$ cat src/rtl/nn_ctrl_pkg.sv
// nn_ctrl_pkg: shared constants and types for the CNN inference controller.
//   - register selects (bus_addr[4:2])
//   - nn_arg command-word bit positions
//   - CTRL and STATUS field positions
//   - FSM state enum and a helper that builds the nn_arg word
package nn_ctrl_pkg;

  // Register selects, i.e. byte offset >> 2
  localparam logic [2:0] REG_CTRL      = 3'd0;
  localparam logic [2:0] REG_PERIOD    = 3'd1;
  localparam logic [2:0] REG_TIMEOUT   = 3'd2;
  localparam logic [2:0] REG_STATUS    = 3'd3;
  localparam logic [2:0] REG_RESULT    = 3'd4;
  localparam logic [2:0] REG_LAST      = 3'd5;
  localparam logic [2:0] REG_INFER_CNT = 3'd6;
  localparam logic [2:0] REG_CLEAR     = 3'd7;

  // nn_arg bit positions
  localparam int unsigned ARG_WE     = 0;
  localparam int unsigned ARG_START  = 1;
  localparam int unsigned ARG_RESIZE = 2;
  localparam int unsigned ARG_BIN    = 3;

  // CTRL bit positions
  localparam int unsigned CTRL_AUTO    = 0;
  localparam int unsigned CTRL_ONESHOT = 1;
  localparam int unsigned CTRL_RESIZE  = 2;
  localparam int unsigned CTRL_BIN     = 3;

  // STATUS field positions
  localparam int unsigned ST_BUSY    = 0;
  localparam int unsigned ST_EMPTY   = 1;
  localparam int unsigned ST_FULL    = 2;
  localparam int unsigned ST_OVF     = 3;
  localparam int unsigned ST_UFL     = 4;
  localparam int unsigned ST_CNT_LSB = 8;
  localparam int unsigned ST_TMO_LSB = 16;

  typedef enum logic [1:0] {
    S_IDLE,
    S_START,
    S_WAIT,
    S_GAP
  } nn_state_e;

  function automatic logic [31:0] arg_word(input logic bin, input logic resize,
                                           input logic start, input logic we);
    logic [31:0] w;
    w             = '0;
    w[ARG_WE]     = we;
    w[ARG_START]  = start;
    w[ARG_RESIZE] = resize;
    w[ARG_BIN]    = bin;
    return w;
  endfunction

endpackage

$ cat src/rtl/nn_result_fifo.sv
// nn_result_fifo: synchronous FIFO for CNN results.
//   clk, rst        : clock, synchronous active-high reset (flushes the FIFO)
//   push, push_data : write request; ignored when full unless a pop happens the same cycle
//   pop, pop_data   : read request; pop_data shows the head entry (first-word fall-through)
//   full, empty     : occupancy flags
//   count           : number of stored entries
module nn_result_fifo #(
  parameter int unsigned DEPTH = 4,
  parameter int unsigned W     = 32
) (
  input  logic                     clk,
  input  logic                     rst,
  input  logic                     push,
  input  logic [W-1:0]             push_data,
  input  logic                     pop,
  output logic [W-1:0]             pop_data,
  output logic                     full,
  output logic                     empty,
  output logic [$clog2(DEPTH):0]   count
);

  localparam int unsigned AW = $clog2(DEPTH);

  logic [W-1:0]  mem [DEPTH];
  logic [AW-1:0] wr_ptr;
  logic [AW-1:0] rd_ptr;
  logic          do_push;
  logic          do_pop;

  assign empty    = (count == '0);
  assign full     = (count == (AW+1)'(DEPTH));
  assign do_pop   = pop && !empty;
  // A pop in the same cycle frees the slot, so a push into a full FIFO still lands.
  assign do_push  = push && (!full || do_pop);
  assign pop_data = mem[rd_ptr];

  always_ff @(posedge clk) begin
    if (do_push) mem[wr_ptr] <= push_data;
  end

  // Pointers wrap naturally because DEPTH is a power of two.
  always_ff @(posedge clk) begin
    if (rst) begin
      wr_ptr <= '0;
      rd_ptr <= '0;
      count  <= '0;
    end else begin
      if (do_push) wr_ptr <= wr_ptr + AW'(1);
      if (do_pop)  rd_ptr <= rd_ptr + AW'(1);
      count <= count + (AW+1)'(do_push) - (AW+1)'(do_pop);
    end
  end

endmodule

$ cat src/rtl/nn_infer_ctrl.sv
// nn_infer_ctrl: host-side controller for the quantized-CNN wrapper.
//   CLK, RST  : clock, synchronous active-high reset
//   bus_*     : word-addressed register port (bus_rdata valid one cycle after bus_re)
//   nn_arg    : registered command word [0]=WE [1]=start [2]=resize [3]=binarize
//   nn_data   : prediction from the wrapper, qualified by the one-cycle nn_en strobe
//   busy      : FSM is not idle
// Runs single-shot or periodic inferences with optional timeout/retry and buffers
// results in a small FIFO.
module nn_infer_ctrl
  import nn_ctrl_pkg::*;
#(
  parameter int unsigned FIFO_DEPTH = 4,
  parameter int unsigned CNT_W      = 32
) (
  input  logic        CLK,
  input  logic        RST,
  input  logic [4:0]  bus_addr,
  input  logic [31:0] bus_wdata,
  input  logic        bus_we,
  input  logic        bus_re,
  output logic [31:0] bus_rdata,
  output logic [31:0] nn_arg,
  input  logic [31:0] nn_data,
  input  logic        nn_en,
  output logic        busy
);

  nn_state_e  state;
  logic [2:0] reg_sel;
  logic       ctrl_wr;
  logic       clr_wr;
  logic       rd_result;
  logic       new_resize;
  logic       new_bin;

  // Configuration
  logic             auto_q;
  logic             resize_q;
  logic             bin_q;
  logic [CNT_W-1:0] period_q;
  logic [CNT_W-1:0] timeout_q;

  // Sequencer
  logic             oneshot_pend;
  logic [CNT_W-1:0] wait_cnt;
  logic [CNT_W-1:0] gap_cnt;
  logic [15:0]      tmo_cnt;

  // Result side
  logic             ovf_q;
  logic             ufl_q;
  logic [31:0]      last_q;
  logic [CNT_W-1:0] infer_cnt;
  logic [31:0]      status;
  logic [31:0]      rd_mux;

  logic                          fifo_full;
  logic                          fifo_empty;
  logic [31:0]                   fifo_data;
  logic [$clog2(FIFO_DEPTH):0]   fifo_count;

  logic unused_addr;
  assign unused_addr = ^bus_addr[1:0];

  assign reg_sel    = bus_addr[4:2];
  assign ctrl_wr    = bus_we && (reg_sel == REG_CTRL);
  assign clr_wr     = bus_we && (reg_sel == REG_CLEAR) && bus_wdata[0];
  assign rd_result  = bus_re && (reg_sel == REG_RESULT);
  // A CTRL write is reflected in nn_arg on the very next edge, including a start word.
  assign new_resize = ctrl_wr ? bus_wdata[CTRL_RESIZE] : resize_q;
  assign new_bin    = ctrl_wr ? bus_wdata[CTRL_BIN]    : bin_q;
  assign busy       = (state != S_IDLE);

  always_ff @(posedge CLK) begin
    if (RST) begin
      auto_q    <= 1'b0;
      resize_q  <= 1'b0;
      bin_q     <= 1'b0;
      period_q  <= '0;
      timeout_q <= '0;
    end else if (bus_we) begin
      case (reg_sel)
        REG_CTRL: begin
          auto_q   <= bus_wdata[CTRL_AUTO];
          resize_q <= bus_wdata[CTRL_RESIZE];
          bin_q    <= bus_wdata[CTRL_BIN];
        end
        REG_PERIOD:  period_q  <= CNT_W'(bus_wdata);
        REG_TIMEOUT: timeout_q <= CNT_W'(bus_wdata);
        default: ;
      endcase
    end
  end

  always_ff @(posedge CLK) begin
    if (RST) begin
      state        <= S_IDLE;
      nn_arg       <= '0;
      oneshot_pend <= 1'b0;
      wait_cnt     <= '0;
      gap_cnt      <= '0;
      tmo_cnt      <= '0;
    end else begin
      nn_arg <= arg_word(new_bin, new_resize, state == S_START, (state == S_START) || ctrl_wr);
      case (state)
        S_IDLE: begin
          if (oneshot_pend || auto_q) state <= S_START;
        end
        S_START: begin
          oneshot_pend <= 1'b0;
          wait_cnt     <= CNT_W'(1);
          state        <= S_WAIT;
        end
        S_WAIT: begin
          if (nn_en) begin
            gap_cnt <= period_q;
            state   <= S_GAP;
          end else if ((timeout_q != '0) && (wait_cnt == timeout_q)) begin
            if (tmo_cnt != '1) tmo_cnt <= tmo_cnt + 16'd1;
            state <= S_START;
          end else begin
            wait_cnt <= wait_cnt + CNT_W'(1);
          end
        end
        S_GAP: begin
          // PERIOD idle cycles, with PERIOD=0 still spending one cycle here.
          if (gap_cnt <= CNT_W'(1)) state <= auto_q ? S_START : S_IDLE;
          else                      gap_cnt <= gap_cnt - CNT_W'(1);
        end
        default: state <= S_IDLE;
      endcase
      // A fresh oneshot request wins over the clear in S_START.
      if (ctrl_wr && bus_wdata[CTRL_ONESHOT]) oneshot_pend <= 1'b1;
      if (clr_wr) tmo_cnt <= '0;
    end
  end

  nn_result_fifo #(
    .DEPTH(FIFO_DEPTH),
    .W    (32)
  ) u_fifo (
    .clk      (CLK),
    .rst      (RST),
    .push     (nn_en),
    .push_data(nn_data),
    .pop      (rd_result),
    .pop_data (fifo_data),
    .full     (fifo_full),
    .empty    (fifo_empty),
    .count    (fifo_count)
  );

  always_comb begin
    status                      = '0;
    status[ST_BUSY]             = busy;
    status[ST_EMPTY]            = fifo_empty;
    status[ST_FULL]             = fifo_full;
    status[ST_OVF]              = ovf_q;
    status[ST_UFL]              = ufl_q;
    status[ST_CNT_LSB +: 8]     = 8'(fifo_count);
    status[ST_TMO_LSB +: 16]    = tmo_cnt;
  end

  always_comb begin
    rd_mux = '0;
    case (reg_sel)
      REG_CTRL:      rd_mux = {28'b0, bin_q, resize_q, 1'b0, auto_q};
      REG_PERIOD:    rd_mux = 32'(period_q);
      REG_TIMEOUT:   rd_mux = 32'(timeout_q);
      REG_STATUS:    rd_mux = status;
      REG_RESULT:    rd_mux = fifo_empty ? 32'hFFFF_FFFF : fifo_data;
      REG_LAST:      rd_mux = last_q;
      REG_INFER_CNT: rd_mux = 32'(infer_cnt);
      default:       rd_mux = '0;
    endcase
  end

  always_ff @(posedge CLK) begin
    if (RST) begin
      ovf_q     <= 1'b0;
      ufl_q     <= 1'b0;
      last_q    <= '0;
      infer_cnt <= '0;
      bus_rdata <= '0;
    end else begin
      if (nn_en) begin
        last_q    <= nn_data;
        infer_cnt <= infer_cnt + CNT_W'(1);
        if (fifo_full && !(rd_result && !fifo_empty)) ovf_q <= 1'b1;
      end
      if (rd_result && fifo_empty) ufl_q <= 1'b1;
      if (clr_wr) begin
        ovf_q <= 1'b0;
        ufl_q <= 1'b0;
      end
      if (bus_re) bus_rdata <= rd_mux;
    end
  end

endmodule

$ cat config.mk
export PLATFORM = sky130hd
export DESIGN_NAME = nn_infer_ctrl
export DESIGN_NICKNAME = d
export VERILOG_FILES = /design/src/rtl/nn_ctrl_pkg.sv /design/src/rtl/nn_result_fifo.sv /design/src/rtl/nn_infer_ctrl.sv
export SDC_FILE = /design/constraint.sdc
export NUM_CORES = 1
export LEC_CHECK = 0
export CAP_MARGIN = 0
export CORE_UTILIZATION = 53
export DETAILED_ROUTE_END_ITERATION = 6
export PLACE_DENSITY_LB_ADDON = 0.1
export SLEW_MARGIN = 5
export SYNTH_ARGS = -nofsm -noshare
export SYNTH_HDL_FRONTEND = slang
export SYNTH_SLANG_ARGS = --single-unit
$ cat constraint.sdc
create_clock -name CLK -period 2.8 [get_ports CLK]
set_clock_uncertainty 0.05 [all_clocks]
set_input_delay 0.56 -clock CLK [delete_from_list [all_inputs] [get_ports CLK]]
set_output_delay 0.56 -clock CLK [all_outputs]
set_load 0.005 [all_outputs]
==> results.md <==
- GR Util met1: 42.7%
- Yosys top cell by area: dfxtp_1
- Peak VDD IR: 0.514 mV
- Clock latency on the worst-skew pair: 0.54 ns
- Die height: 184 um
- Post-synth ARST share: 0%
- Clock Path Buffers: 3
- M2 GR Usage: 46.4%
- Pwr Density: 649 nW/um^2
- Hold Vio Cnt, Final: 0
- # DRC: 0
- CTS resizes: 0
- First DRT Iteration DRCs: 1579
- Filler Cell Count: 2741
- Final setup violation count: 0
- Ys flop type: dfxtp_1
- DR vias/cell: 6.00
- MaxCap Viol Count: 0
- Area of the core: 32500 um^2
- Worst-path clk slew: 0.06 ns
- Multi-input logic area: 7760 um^2
- Chip Width: 184 um
- Initial antenna violation count: 1
- Syn Area/Cell: 9.86 um^2
- Synth area leaders: dfxtp_1, edfxtp_1, a21oi_1
- Finished Cell Area: 20700 um^2
- Ys Warns: 0
- # clock sinks: 389
- Final Max Slew Viols: 0
- Initial core utilization: 53.7%
- Net Sw Frac: 24.1%
- Die Footprint: 33700 um^2
- Wire per inst: 21.5 um
- Count leader, synth: dfxtp_1
- CTS root buf: clkbuf_16
- Final Cycle Share: 92.5%
- Vias in the first global route: 13111
- Length of the first detailed-routing pass in iterations: 5
- Core Rows: 66
- Status: finished clean
- Clk pwr share: 42.5%
- Worst Max-Slew Pin Slew: 0.703 ns
- Grt met3 use: 3.96%
- Cts bufs inserted: 42
- Gp weighted congestion: 0.997
- Crit path DAT: 3.01 ns
- Congestion Overflow GR: 0
- DP Worst Slack: -0.145 ns
- Setup Fix Bufs, Post-CTS: 0
- Fmax: 0.386 GHz
- Hold_buf cts: 0
- Share of cells above drive strength 1: 11.1%
- Seq cells post-synth: 389
- Final Core Density: 63.8%
- Sequential area share after synthesis: 51.9%
- DPL Wire Length: 35.2 mm
- First-pass GRT wire length: 76.7 mm
- Min-Delay Path Class: in2reg
- Post-synth EDFFs: 128
- CTS tree: built
- Io pins: 139
- CP Data Required Time: 3.22 ns
- Comb pwr share: 10.6%
- Max-slew headroom: 53.1%
- Synth top area share: 29.9%
- Largest net degree at the start of global routing: 151
- Worst setup margin: 0.210 ns
- FF/Latch Area: 9070 um^2
- Critical Path Sink Type: register
- Synth cell types: 64
- Gate Count Post-Synth: 1773
- GRT Total Usage: 29.9%
- WHS: 0.316 ns
- Leak pwr: 7.42 nW
- Port Buffers: 108
- Setup crit start kind: register
- GR peak layer: met2
- Netlist Area Pre-Place: 17500 um^2
- Area growth syn-to-layout: 18.6%
- Psw: 3.25 mW
- RSZ-0062 raised after global routing: false
- Inst Count DP: 2280
- Via count: 14132
- Internal power: 10.2 mW
- Finished Layout Cells: 2356
- Antenna-violating nets left: 0
- Critical-path maximum fanout: 24
- Placed cell area: 19300 um^2
- Nets: 1968
- WL final: 50.8 mm
- Crit path kind: reg2reg
- Post-synth top cells: dfxtp_1, nand2_1, a21oi_1
- Sequential Power Share: 46.9%
- Htree depth: 2
- Minimum clock period: 2.59 ns
-- path summary, 6_finish.rpt --
check                              endpoint                        from  slack, ns  cells after the start
hold reg to reg   bus_rdata[7]$_SDFFE_PP0P_   bus_rdata[7]$_SDFFE_PP0P_       0.43                      2
setup reg to reg    tmo_cnt[9]$_SDFFE_PP0P_  timeout_q[11]$_SDFFE_PP0P_       0.21                      7
hold / removal     gap_cnt[23]$_SDFFE_PP0P_                         RST       0.32                      2
setup / recovery    tmo_cnt[9]$_SDFFE_PP0P_  timeout_q[11]$_SDFFE_PP0P_       0.21                      7
-- registers in the layout, summed over array words and instances (netlist names), 2 cells and up, named ones only --
| register | cells |
|---|---|
| period_q | 32 |
| gap_cnt | 32 |
| u_fifo.wr_ptr | 2 |
| u_fifo.rd_ptr | 2 |
| nn_arg | 4 |
| u_fifo.count | 3 |
| timeout_q | 32 |
| state | 2 |
| last_q | 32 |
| u_fifo.mem | 128 |
| tmo_cnt | 16 |
| infer_cnt | 32 |
| wait_cnt | 32 |
| bus_rdata | 32 |
-- cells in the final DEF, fill, tap and decap left out, drive strengths merged, types with 59 or more instances in the layout --
cell | synthesis | layout
a21oi | 184 | 184
buf | 53 | 79
clkbuf | 93 | 59
clkdlybuf4s50 | 0 | 105
dfxtp | 261 | 261
edfxtp | 128 | 128
nand2 | 222 | 222
nor2 | 165 | 165
o21ai | 87 | 87
xor2 | 68 | 68
-- per-stage QoR --
step                setup TNS, ns  power (mW)
finish                          0        13.5
global route                    0        13.9
CTS                             0        13.6
global placement           -13.12        7.82
floorplan                       0        7.18
detailed placement         -12.87        7.85
-- cell type report --
| type | count | share of cell area, % |
|---|---|---|
| Tap cell | 442 | 2.67 |
| Clock inverter | 16 | 0.965 |
| Inverter | 26 | 0.470 |
| Multi-Input combinational cell | 1239 | 37.4 |
| Antenna cell | 1 | 0.0121 |
| Timing Repair Buffer | 184 | 8.76 |
| Clock buffer | 59 | 5.97 |
| Sequential cell | 389 | 43.7 |
-- cell families (layout without fill, tap and decap cells) --
family	after synthesis	after routing	synth area share [%]
AND/OR/NAND/NOR	594	594	15.8
AO/OA/AOI/OAI	423	423	14.6
flip-flops	389	389	51.9
buffers and inverters	172	285	4.48
multiplexers	100	100	8.17
XOR/XNOR	82	82	4.11
adder cells (fa/ha/maj)	12	12	0.902
other	1	29	0.0214
-- per-layer routing --
metal | part of all wire, % | wire (um)
met1 | 43 | 21800
met2 | 45 | 23000
met3 | 8.1 | 4110
met4 | 3.7 | 1860
met5 | 0.022 | 11
-- worst max-delay path, stage by stage (launching register included) --
cell     delay, ns
dfxtp_1       0.59
xor2_1        0.13
nor4_1        0.29
nand4_1       0.22
nor3_4        0.25
nand2_2       0.28
or4_1         0.55
a21oi_1       0.16
-- power by group through the flow --
stage	combinational (mW)	sequential [mW]	clock [mW]
3_3_place_gp	1.40	6.42	0
2_1_floorplan	0.813	6.37	0
4_1_cts	1.43	6.32	5.81
5_1_grt	1.53	6.34	6.02
3_5_place_dp	1.42	6.44	0
6_report	1.43	6.32	5.72
No activity file was read; power rests on OpenSTA's default activity.
